--- src/rtl/ysyx_22040237_lsu_mc.sv ---
// Multi-cycle load/store unit between EXU and WBU with a handshaked memory port.
// Optional misalignment trap: define YSYX_22040237_LSU_MISALIGN_CHK_EN.
module ysyx_22040237_lsu_mc #(
    parameter int XLEN        = 64,
    parameter int TIMEOUT_CYC = 256
) (
    input  logic                clk,
    input  logic                rst,
    input  logic                in_valid_i,
    output logic                in_ready_o,
    input  logic                rd_wr_en_i,
    input  logic [4:0]          rd_idx_i,
    input  logic [XLEN-1:0]     alu_res_i,
    input  logic [6:0]          ls_info_bus_i,
    input  logic [XLEN-1:0]     rs2_store_i,
    output logic                out_valid_o,
    input  logic                out_ready_i,
    output logic                rd_wr_en_o,
    output logic [4:0]          rd_idx_o,
    output logic [XLEN-1:0]     rd_data_o,
    output logic                lsu_err_o,
    output logic                mem_req_valid_o,
    input  logic                mem_req_ready_i,
    output logic                mem_req_wen_o,
    output logic [XLEN-1:0]     mem_req_addr_o,
    output logic [XLEN/8-1:0]   mem_req_wmask_o,
    output logic [XLEN-1:0]     mem_req_wdata_o,
    input  logic                mem_rsp_valid_i,
    input  logic [XLEN-1:0]     mem_rsp_rdata_i,
    input  logic                mem_rsp_err_i
);
    localparam int NB    = XLEN / 8;
    localparam int OFS_W = $clog2(NB);
    localparam int CNT_W = (TIMEOUT_CYC > 1) ? $clog2(TIMEOUT_CYC) : 1;
    localparam bit TO_EN = (TIMEOUT_CYC > 0);
    localparam logic [CNT_W-1:0] CNT_LAST =
        CNT_W'((TIMEOUT_CYC > 0) ? TIMEOUT_CYC - 1 : 0);

    typedef enum logic [1:0] {S_IDLE, S_REQ, S_WAIT, S_DONE} state_e;

    state_e           state_q;
    logic [CNT_W-1:0] cnt_q;
    logic             op_wen_q, op_load_q;
    logic [4:0]       op_info_q;
    logic [OFS_W-1:0] op_ofs_q;
    logic             req_valid_q, req_wen_q;
    logic [XLEN-1:0]  req_addr_q, req_wdata_q;
    logic [NB-1:0]    req_wmask_q;
    logic             out_valid_q, out_wen_q, out_err_q;
    logic [4:0]       out_idx_q;
    logic [XLEN-1:0]  out_data_q;

    logic             is_ld_d, is_st_d, is_mem_d, bad_d, mis_d;
    logic [7:0]       size_mask_d;
    logic [OFS_W-1:0] in_ofs_d;
    logic [NB-1:0]    wmask_d;
    logic [XLEN-1:0]  wdata_d, req_addr_d, sh_d, ld_data_d;
    logic [63:0]      sh64_d, ext_d;

    assign is_ld_d  = ls_info_bus_i[0];
    assign is_st_d  = ls_info_bus_i[1];
    assign is_mem_d = is_ld_d | is_st_d;
    assign bad_d    = (is_ld_d & is_st_d)
                    | (is_mem_d & ~$onehot(ls_info_bus_i[6:3]))
                    | (is_mem_d & ls_info_bus_i[6] & (XLEN == 32));

`ifdef YSYX_22040237_LSU_MISALIGN_CHK_EN
    assign mis_d = is_mem_d & ((ls_info_bus_i[4] & alu_res_i[0])
                 | (ls_info_bus_i[5] & |alu_res_i[1:0])
                 | (ls_info_bus_i[6] & |alu_res_i[2:0]));
`else
    assign mis_d = 1'b0;
`endif

    assign size_mask_d = ls_info_bus_i[6] ? 8'hFF :
                         ls_info_bus_i[5] ? 8'h0F :
                         ls_info_bus_i[4] ? 8'h03 : 8'h01;
    assign in_ofs_d    = alu_res_i[OFS_W-1:0];
    assign wmask_d     = NB'(size_mask_d) << in_ofs_d;
    assign wdata_d     = rs2_store_i << {in_ofs_d, 3'b000};
    assign req_addr_d  = {alu_res_i[XLEN-1:OFS_W], {OFS_W{1'b0}}};

    assign sh_d   = mem_rsp_rdata_i >> {op_ofs_q, 3'b000};
    assign sh64_d = 64'(sh_d);

    // Size selection and sign/zero extension of the lane-shifted load data
    always_comb begin
        ext_d = sh64_d;
        if (op_info_q[1])
            ext_d = {{56{~op_info_q[0] & sh64_d[7]}}, sh64_d[7:0]};
        else if (op_info_q[2])
            ext_d = {{48{~op_info_q[0] & sh64_d[15]}}, sh64_d[15:0]};
        else if (op_info_q[3])
            ext_d = {{32{~op_info_q[0] & sh64_d[31]}}, sh64_d[31:0]};
    end

    assign ld_data_d = ext_d[XLEN-1:0];

    // Operation FSM with all outputs held in registers
    always_ff @(posedge clk) begin
        if (rst) begin
            state_q     <= S_IDLE;
            cnt_q       <= '0;
            op_wen_q    <= 1'b0;
            op_load_q   <= 1'b0;
            op_info_q   <= '0;
            op_ofs_q    <= '0;
            req_valid_q <= 1'b0;
            req_wen_q   <= 1'b0;
            req_addr_q  <= '0;
            req_wmask_q <= '0;
            req_wdata_q <= '0;
            out_valid_q <= 1'b0;
            out_wen_q   <= 1'b0;
            out_err_q   <= 1'b0;
            out_idx_q   <= '0;
            out_data_q  <= '0;
        end else begin
            unique case (state_q)
                S_IDLE: if (in_valid_i) begin
                    op_wen_q  <= rd_wr_en_i;
                    op_load_q <= is_ld_d;
                    op_info_q <= ls_info_bus_i[6:2];
                    op_ofs_q  <= in_ofs_d;
                    out_idx_q <= rd_idx_i;
                    if (bad_d || mis_d) begin
                        state_q     <= S_DONE;
                        out_valid_q <= 1'b1;
                        out_err_q   <= 1'b1;
                        out_wen_q   <= 1'b0;
                        out_data_q  <= '0;
                    end else if (!is_mem_d) begin
                        state_q     <= S_DONE;
                        out_valid_q <= 1'b1;
                        out_err_q   <= 1'b0;
                        out_wen_q   <= rd_wr_en_i;
                        out_data_q  <= alu_res_i;
                    end else begin
                        state_q     <= S_REQ;
                        req_valid_q <= 1'b1;
                        req_wen_q   <= is_st_d;
                        req_addr_q  <= req_addr_d;
                        req_wmask_q <= is_st_d ? wmask_d : '0;
                        req_wdata_q <= is_st_d ? wdata_d : '0;
                    end
                end
                S_REQ: if (mem_req_ready_i) begin
                    state_q     <= S_WAIT;
                    req_valid_q <= 1'b0;
                    cnt_q       <= '0;
                end
                S_WAIT: begin
                    if (mem_rsp_valid_i) begin
                        state_q     <= S_DONE;
                        out_valid_q <= 1'b1;
                        out_err_q   <= mem_rsp_err_i;
                        out_wen_q   <= op_wen_q & ~mem_rsp_err_i;
                        out_data_q  <= (op_load_q && !mem_rsp_err_i) ? ld_data_d : '0;
                    end else if (TO_EN && cnt_q == CNT_LAST) begin
                        state_q     <= S_DONE;
                        out_valid_q <= 1'b1;
                        out_err_q   <= 1'b1;
                        out_wen_q   <= 1'b0;
                        out_data_q  <= '0;
                    end else begin
                        cnt_q <= cnt_q + 1'b1;
                    end
                end
                S_DONE: if (out_ready_i) begin
                    state_q     <= S_IDLE;
                    out_valid_q <= 1'b0;
                end
                default: state_q <= S_IDLE;
            endcase
        end
    end

    assign in_ready_o      = (state_q == S_IDLE);
    assign out_valid_o     = out_valid_q;
    assign rd_wr_en_o      = out_wen_q;
    assign rd_idx_o        = out_idx_q;
    assign rd_data_o       = out_data_q;
    assign lsu_err_o       = out_err_q;
    assign mem_req_valid_o = req_valid_q & ~rst;
    assign mem_req_wen_o   = req_wen_q;
    assign mem_req_addr_o  = req_addr_q;
    assign mem_req_wmask_o = req_wmask_q;
    assign mem_req_wdata_o = req_wdata_q;

endmodule

--- config.mk ---
export PLATFORM = sky130hd
export DESIGN_NAME = ysyx_22040237_lsu_mc
export DESIGN_NICKNAME = d
export VERILOG_FILES = /design/src/rtl/ysyx_22040237_lsu_mc.sv
export SDC_FILE = /design/constraint.sdc
export NUM_CORES = 1
export LEC_CHECK = 0
export CAP_MARGIN = 20
export CORE_MARGIN = 2
export CORE_UTILIZATION = 35
export CTS_CLUSTER_DIAMETER = 120
export DETAILED_ROUTE_END_ITERATION = 7
export DONT_BUFFER_PORTS = 1
export GPL_TIMING_DRIVEN = 0
export PLACE_DENSITY = 0.45
export SLEW_MARGIN = 20
export SYNTH_ARGS = -nofsm -noshare
export SYNTH_HDL_FRONTEND = slang
export SYNTH_SLANG_ARGS = --single-unit
--- constraint.sdc ---
create_clock -name clk -period 6.05 [get_ports clk]
set_clock_uncertainty 0.15 [all_clocks]
set_input_delay 0.9075 -clock clk [delete_from_list [all_inputs] [get_ports clk]]
set_output_delay 0.9075 -clock clk [all_outputs]
set_load 0.1 [all_outputs]
## After elaboration in Yosys (flattened, before gate mapping)

Cells that the tools add are included.

- Reductions and logical operators: 14
- Shifts and indexed selects: 3
- Bitwise logic cells: 14
- Add/subtract/negate cells: 4
- Equal/unequal tests: 14
- Muxes and demuxes: 50

Operators by type and width:

| cell | number |
|---|---|
| $mux W64 | 10 |
| $pmux W64 S2 | 1 |
| $shl A64 B6 Y64 | 1 |
| $shr A64 B6 Y64 | 1 |
| $mux W8 | 5 |
| $mux W1 | 19 |
| $mux W2 | 8 |
| $pmux W8 S2 | 1 |
| $reduce_and A4 Y1 | 4 |
| $ne A2 B2 Y1 const B | 6 |
| $reduce_and A5 Y1 | 2 |
| $add A8 B1 Y8 const B | 1 |
| $eq A8 B8 Y1 const B | 1 |
| $pmux W2 S4 | 1 |
| $shl A8 B3 Y8 | 1 |
| $and A1 B1 Y1 | 7 |
| $pmux W1 S2 | 3 |
| $reduce_bool A2 Y1 | 3 |
| $not A1 Y1 | 5 |
| $add A1 B1 Y2 | 2 |
| $eq A2 B2 Y1 const B | 2 |
| $mux W4 | 1 |
| $add A2 B2 Y3 | 1 |
| $eq A3 B1 Y1 const B | 1 |
| other kinds (11) | 12 |

- Flip-flop bits (word level): 226
- Bits of input ports: 212
- Word-level logic and storage cells: 115
- Output and inout port bits: 211

## Longest topological paths before layout

- Word-level depth: 9
- Depth in mapped cells: 13
- Gate-level depth less buffers: 10

## Worst setup path after synthesis

Ideal clock, no wire load.

- Kind: input to register
- Start: input port ls_info_bus_i[3]
- End: register out_data_q[46] (netlist: rd_data_o[46])
- Arrival: 3444 ps
- Buffers on the path: 3
- Setup time: 89 ps
- Stages on the path: 13
- Required time: 5811 ps
- Setup slack: 2368 ps
- Cells stage by stage: inv_1 fa_1 inv_1 ha_1 ha_1 nor4b_1 o31a_1 buf_2 and3_1 buf_2 buf_2 a22oi_1 o32ai_2

- Longest elaborated chain between the ends: 9
- Elaborated cells between the ends (all ways): 11
- Classes of those cells: 2 x add/sub; 2 x eq/ne; 3 x mux; 3 x bitwise; 1 x reduce/logical

RTL lines:

| what | RTL line | RTL |
|---|---|---|
| start: declaration | 14 | `input logic [6:0] ls_info_bus_i,` |
| $add A1 B1 Y2 (implied by the code) (*) | 64 | `\| (is_mem_d & ~$onehot(ls_info_bus_i[6:3]))` |
| $add A2 B2 Y3 (implied by the code) (*) | 64 |  |
| $eq A3 B1 Y1 (*) | 64 |  |
| $not A1 Y1 (*) | 64 |  |
| $and A1 B1 Y1 (*) | 64 |  |
| $or A1 B1 Y1 (*) | 64 |  |
| $mux W64 | 126 | `if (bad_d \|\| mis_d) begin` |
| $mux W64 | 120 | `S_IDLE: if (in_valid_i) begin` |
| $pmux W64 S2 | 119 | `unique case (state_q)` |
| end signal: assignment | 137 | `out_data_q <= alu_res_i;` |
| end signal: assignment | 158 | `out_data_q <= (op_load_q && !mem_rsp_err_i) ? ld_data_d : '0;` |
| end: declaration | 51 | `logic [XLEN-1:0] out_data_q;` |

Every way passes the cells marked *; elsewhere a longest branch is shown, timed or not. The select of a mux whose other input is x is not followed.
A chain may end at the register's enable or synchronous reset.

## Final worst setup path

- Start: register state_q[0]
- End: register req_addr_q[29] (netlist: mem_req_addr_o[29])

- Longest elaborated chain between the ends: 2

RTL lines:

| what | RTL line | RTL |
|---|---|---|
| start: declaration | 41 | `state_e state_q;` |
| start signal: assignment | 102 | `state_q <= S_IDLE;` |
| start signal: assignment | 127 | `state_q <= S_DONE;` |
| start signal: assignment | 133 | `state_q <= S_DONE;` |
| $logic_not A2 Y1 | - |  |
| via in_ready_o | 10 | `output logic in_ready_o,` |
| $reduce_and A4 Y1 (no source line) | - |  |
| end signal: assignment | 142 | `req_addr_q <= req_addr_d;` |
| end: declaration | 47 | `logic [XLEN-1:0] req_addr_q, req_wdata_q;` |

The timed path passes the listed nets, and every way through them passes these cells.

==> results.md <==
* Area delta synth->final at 12.90%
* Worst VDD drop at 0.2419 mV
* DP Area at 13140 um^2
* FMAX at 236.2 MHz
* Fin crit share at 69.98%
* Synth top area share at 36.07%
* Initial DRC count at 1004
* Syn avg cell area at 8.520 um^2
* Boundary pin count at 423
* Yosys cell types at 70
* Hold EP: op_wen_q
* Share of cells above drive strength 1 at 13.57%
* Maximum capacitance violations at 0
* # rows at 69
* Clock tree buffer depth at 3
* Final Wtd Congestion at 0.9447
* Final setup viols at 0
* Top-count cell post-synth: dfxtp_1
* Period minus WS final at 4234 ps
* CP Launch Type: flop
* Post-Synthesis Cells at 1472
* Reg2Reg Setup Slack at 1820 ps
* Post_cts resized at 0
* Clock Tree Root: clkbuf_16
* Synth Area in XOR/XNOR at 0.4888%
* Ys Warns at 0
* Wire per inst at 28.36 um
* H-tree Lvls at 1
* Tot Pwr at 0.006829 W
* Final #Nets at 1725
* RSZ-0062 raised after global routing: no
* Crit path capture type: flop
* Sequential power share at 44.4%
* Post-synth top cells: 226 x dfxtp_1, 217 x nand2_1, 172 x a21oi_1, 119 x nor2_1, 100 x clkbuf_1
* Outcome: finished clean
* Critical-path cell list: inv_1 > ha_1 > buf_2 > and2_1 > clkbuf_1 > and3_1 > clkbuf_1 > clkbuf_1 > nand2_1 > a21oi_1
* Main area contributors after synthesis: dfxtp_1 36%, mux4_2 7.2%, a21oi_1 6.9%
* Int Power at 0.003505 W
* Worst skew pair latency at 550 ps
* Die height at 193.3 um
* Total leakage power at 4.758 nW
* Slew @ Worst Pin at 1124 ps
* Post-synthesis mux area share at 15.73%
* Inserted Diodes at 0
* Synth Area in Adders at 0.9577%
* Post-synthesis register bit count at 226
* Pre-CTS WS at 1536 ps
* CTS tree: yes
* Setup TNS at 0 ps
* Clk network pwr share at 27.5%
* WP data required at 6360 ps
* Seq/Total Area, Yosys at 36.07%
* HP Class: flop to flop
* Power per cell area at 482.3 nW/um^2
* HP Start: op_wen_q
* CTS Buf Count at 28
* Post-CTS Hold Buffers at 0
* Synth Area in Compound Gates at 26.15%
* Final HPWL DP at 44050 um
* Slowest CP cell: ha_1
* Postcts setup bufs at 0
* Final Hold Slack at 307.4 ps
* Worst R2R Path Depth at 10
* Pin count of the biggest net entering global routing at 15
* Post-synth ARST share at 0%
* Gr ovfl total at 0
* Largest area contributor in the netlist: dfxtp_1
* Clk sinks at 226
* Top_reg_cell synth: dfxtp_1
* Vias in the first global route at 11945
* CP Class: flop to flop
* Post-Route WL at 56330 um
* Core ar. at 35400 um^2
* Post-route cell area at 14160 um^2
* Critical path data arrival time at 4540 ps
* Reg2Reg Capture Point: mem_req_addr_o[29]
* Vias at 12142
* Cell seen most often among critical-path stages: clkbuf_1
* Switching Share at 48.68%
* Initial antenna violation count at 0
* Gr usage total at 28.92%
* Max Fanout on Critical Path at 10
* Vias per inst at 6.114
* Final antenna-violating net count at 0
* Critical Path Max Stage Delay at 910 ps
* Combinational share of power at 28.1%
* Mapped Area at 12540 um^2
* CTS clk-pin slew, worst paths at 60 ps
* Pins Over Slew Limit at 0
* Final hold vios at 0
* Simple logic cell fraction of the synthesized area at 14.90%
* Psw at 0.003324 W
* Drt first pass iters at 5
* Die X at 193.3 um
* PortBufs at 0
* Setup ws final at 1816 ps
* Relative slew slack at 24.71%
* Drc violations at 0
* Number of synthesized flops with an enable pin at 0
* Largest family of logic cells by synthesized area: compound AO/OA/AOI/OAI gates
* Min-Delay Path Depth at 2
* Initial core utilization at 35.43%
* Die area at 37360 um^2
* Reg-to-reg startpoint: state_q[0]
* Global-route wire length before repair at 82380 um
-- flip-flops by register name (all words and copies together) (netlist names) --
name and flops:
mem_req_wdata_o 64, rd_data_o 64, mem_req_addr_o 61, cnt_q 8, mem_req_wmask_o 8, rd_idx_o 5
op_info_q 4, op_ofs_q 3, state_q 2, lsu_err_o 1, mem_req_wen_o 1, op_load_q 1
op_wen_q 1, out_valid_o 1, rd_wr_en_o 1, req_valid_q 1
-- power groups by stage --
stage                     registers [W]  logic, W  clock network (W)
final                           0.00303   0.00192            0.00188
after CTS                       0.00303   0.00190            0.00191
after detailed placement        0.00306   0.00189                  0
after global routing            0.00305   0.00209            0.00196
after floorplan                 0.00298   0.00133                  0
after global placement          0.00306   0.00188                  0
-- stage by stage --
step	util (%)	std cells
2_1_floorplan	-	1474
3_3_place_gp	37.08	1935
3_5_place_dp	37.11	1935
4_1_cts	40.00	1986
5_1_grt	40.00	1986
6_report	40.00	1986
-- worst max-delay path by stage --
stage	from	endpoint	slack [ps]	cells after the start
5_1_grt	state_q[1]	mem_req_addr_o[23]	1550	10
6_report	state_q[0]	mem_req_addr_o[29]	1820	10
3_3_place_gp	ls_info_bus_i[3]	mem_req_wdata_o[35]	1300	10
4_1_cts	state_q[0]	mem_req_addr_o[29]	1750	10
2_1_floorplan	ls_info_bus_i[3]	rd_data_o[46]	2370	13
3_5_place_dp	ls_info_bus_i[3]	mem_req_addr_o[29]	1540	11
-- logic make-up after synthesis --
logic type | Yosys count
flops | 226
buf+inv | 167
fa+ha+maj | 9
simple gates | 428
mux | 138
xor+xnor | 7
compound gates | 496
other cells | 1
-- metal layers --
layer / up-vias / GRT usage, % / routed length [um]
li1: 5483 / - / -
met5: - / 0 / 0
met3: 102 / 9.780 / 5753
met2: 564 / 44.42 / 24910
met1: 5993 / 38.47 / 23890
met4: 0 / 8.510 / 1775
-- worst max-delay path: cells and delay by family (launching register included) --
| kind | cells | cell delay, ps |
|---|---|---|
| flip-flops | 1 | 340 |
| AND/OR/NAND/NOR | 3 | 490 |
| buffers and inverters | 5 | 2110 |
| AO/OA/AOI/OAI | 1 | 150 |
| adder cells (fa/ha/maj) | 1 | 910 |
-- final cells by class --
| cell class | count | area (um^2) |
|---|---|---|
| Buffer | 140 | 609.3 |
| Inverter | 27 | 101.3 |
| Fill cell | 3651 | 21240 |
| Tap cell | 461 | 576.8 |
| Sequential cell | 226 | 4524 |
| Clock inverter | 14 | 260.3 |
| Clock buffer | 37 | 764.5 |
| Multi-Input combinational cell | 1081 | 7323 |
-- layout by cell type (no fill, tap or decap), types with 7 or more instances in the layout --
cell and count:
o32ai_1 14, mux2_2 73, and3_1 8, inv_1 25, nor2_1 119, mux2i_1 25
a311oi_1 11, buf_1 8, a21boi_0 7, a31oi_1 10, buf_4 10, mux4_2 40
a22oi_1 84, a211oi_1 37, buf_2 19, nand2b_1 18, nand3_1 10, nor2b_1 22
dfxtp_1 226, clkbuf_1 106, o211ai_1 11, o21a_1 10, nand2_1 217, o22ai_1 28
a21oi_1 172, a221oi_1 10, clkbuf_16 28, bufinv_16 7, ha_1 8, o21ai_0 54
Power figures use the tool's default switching activity.
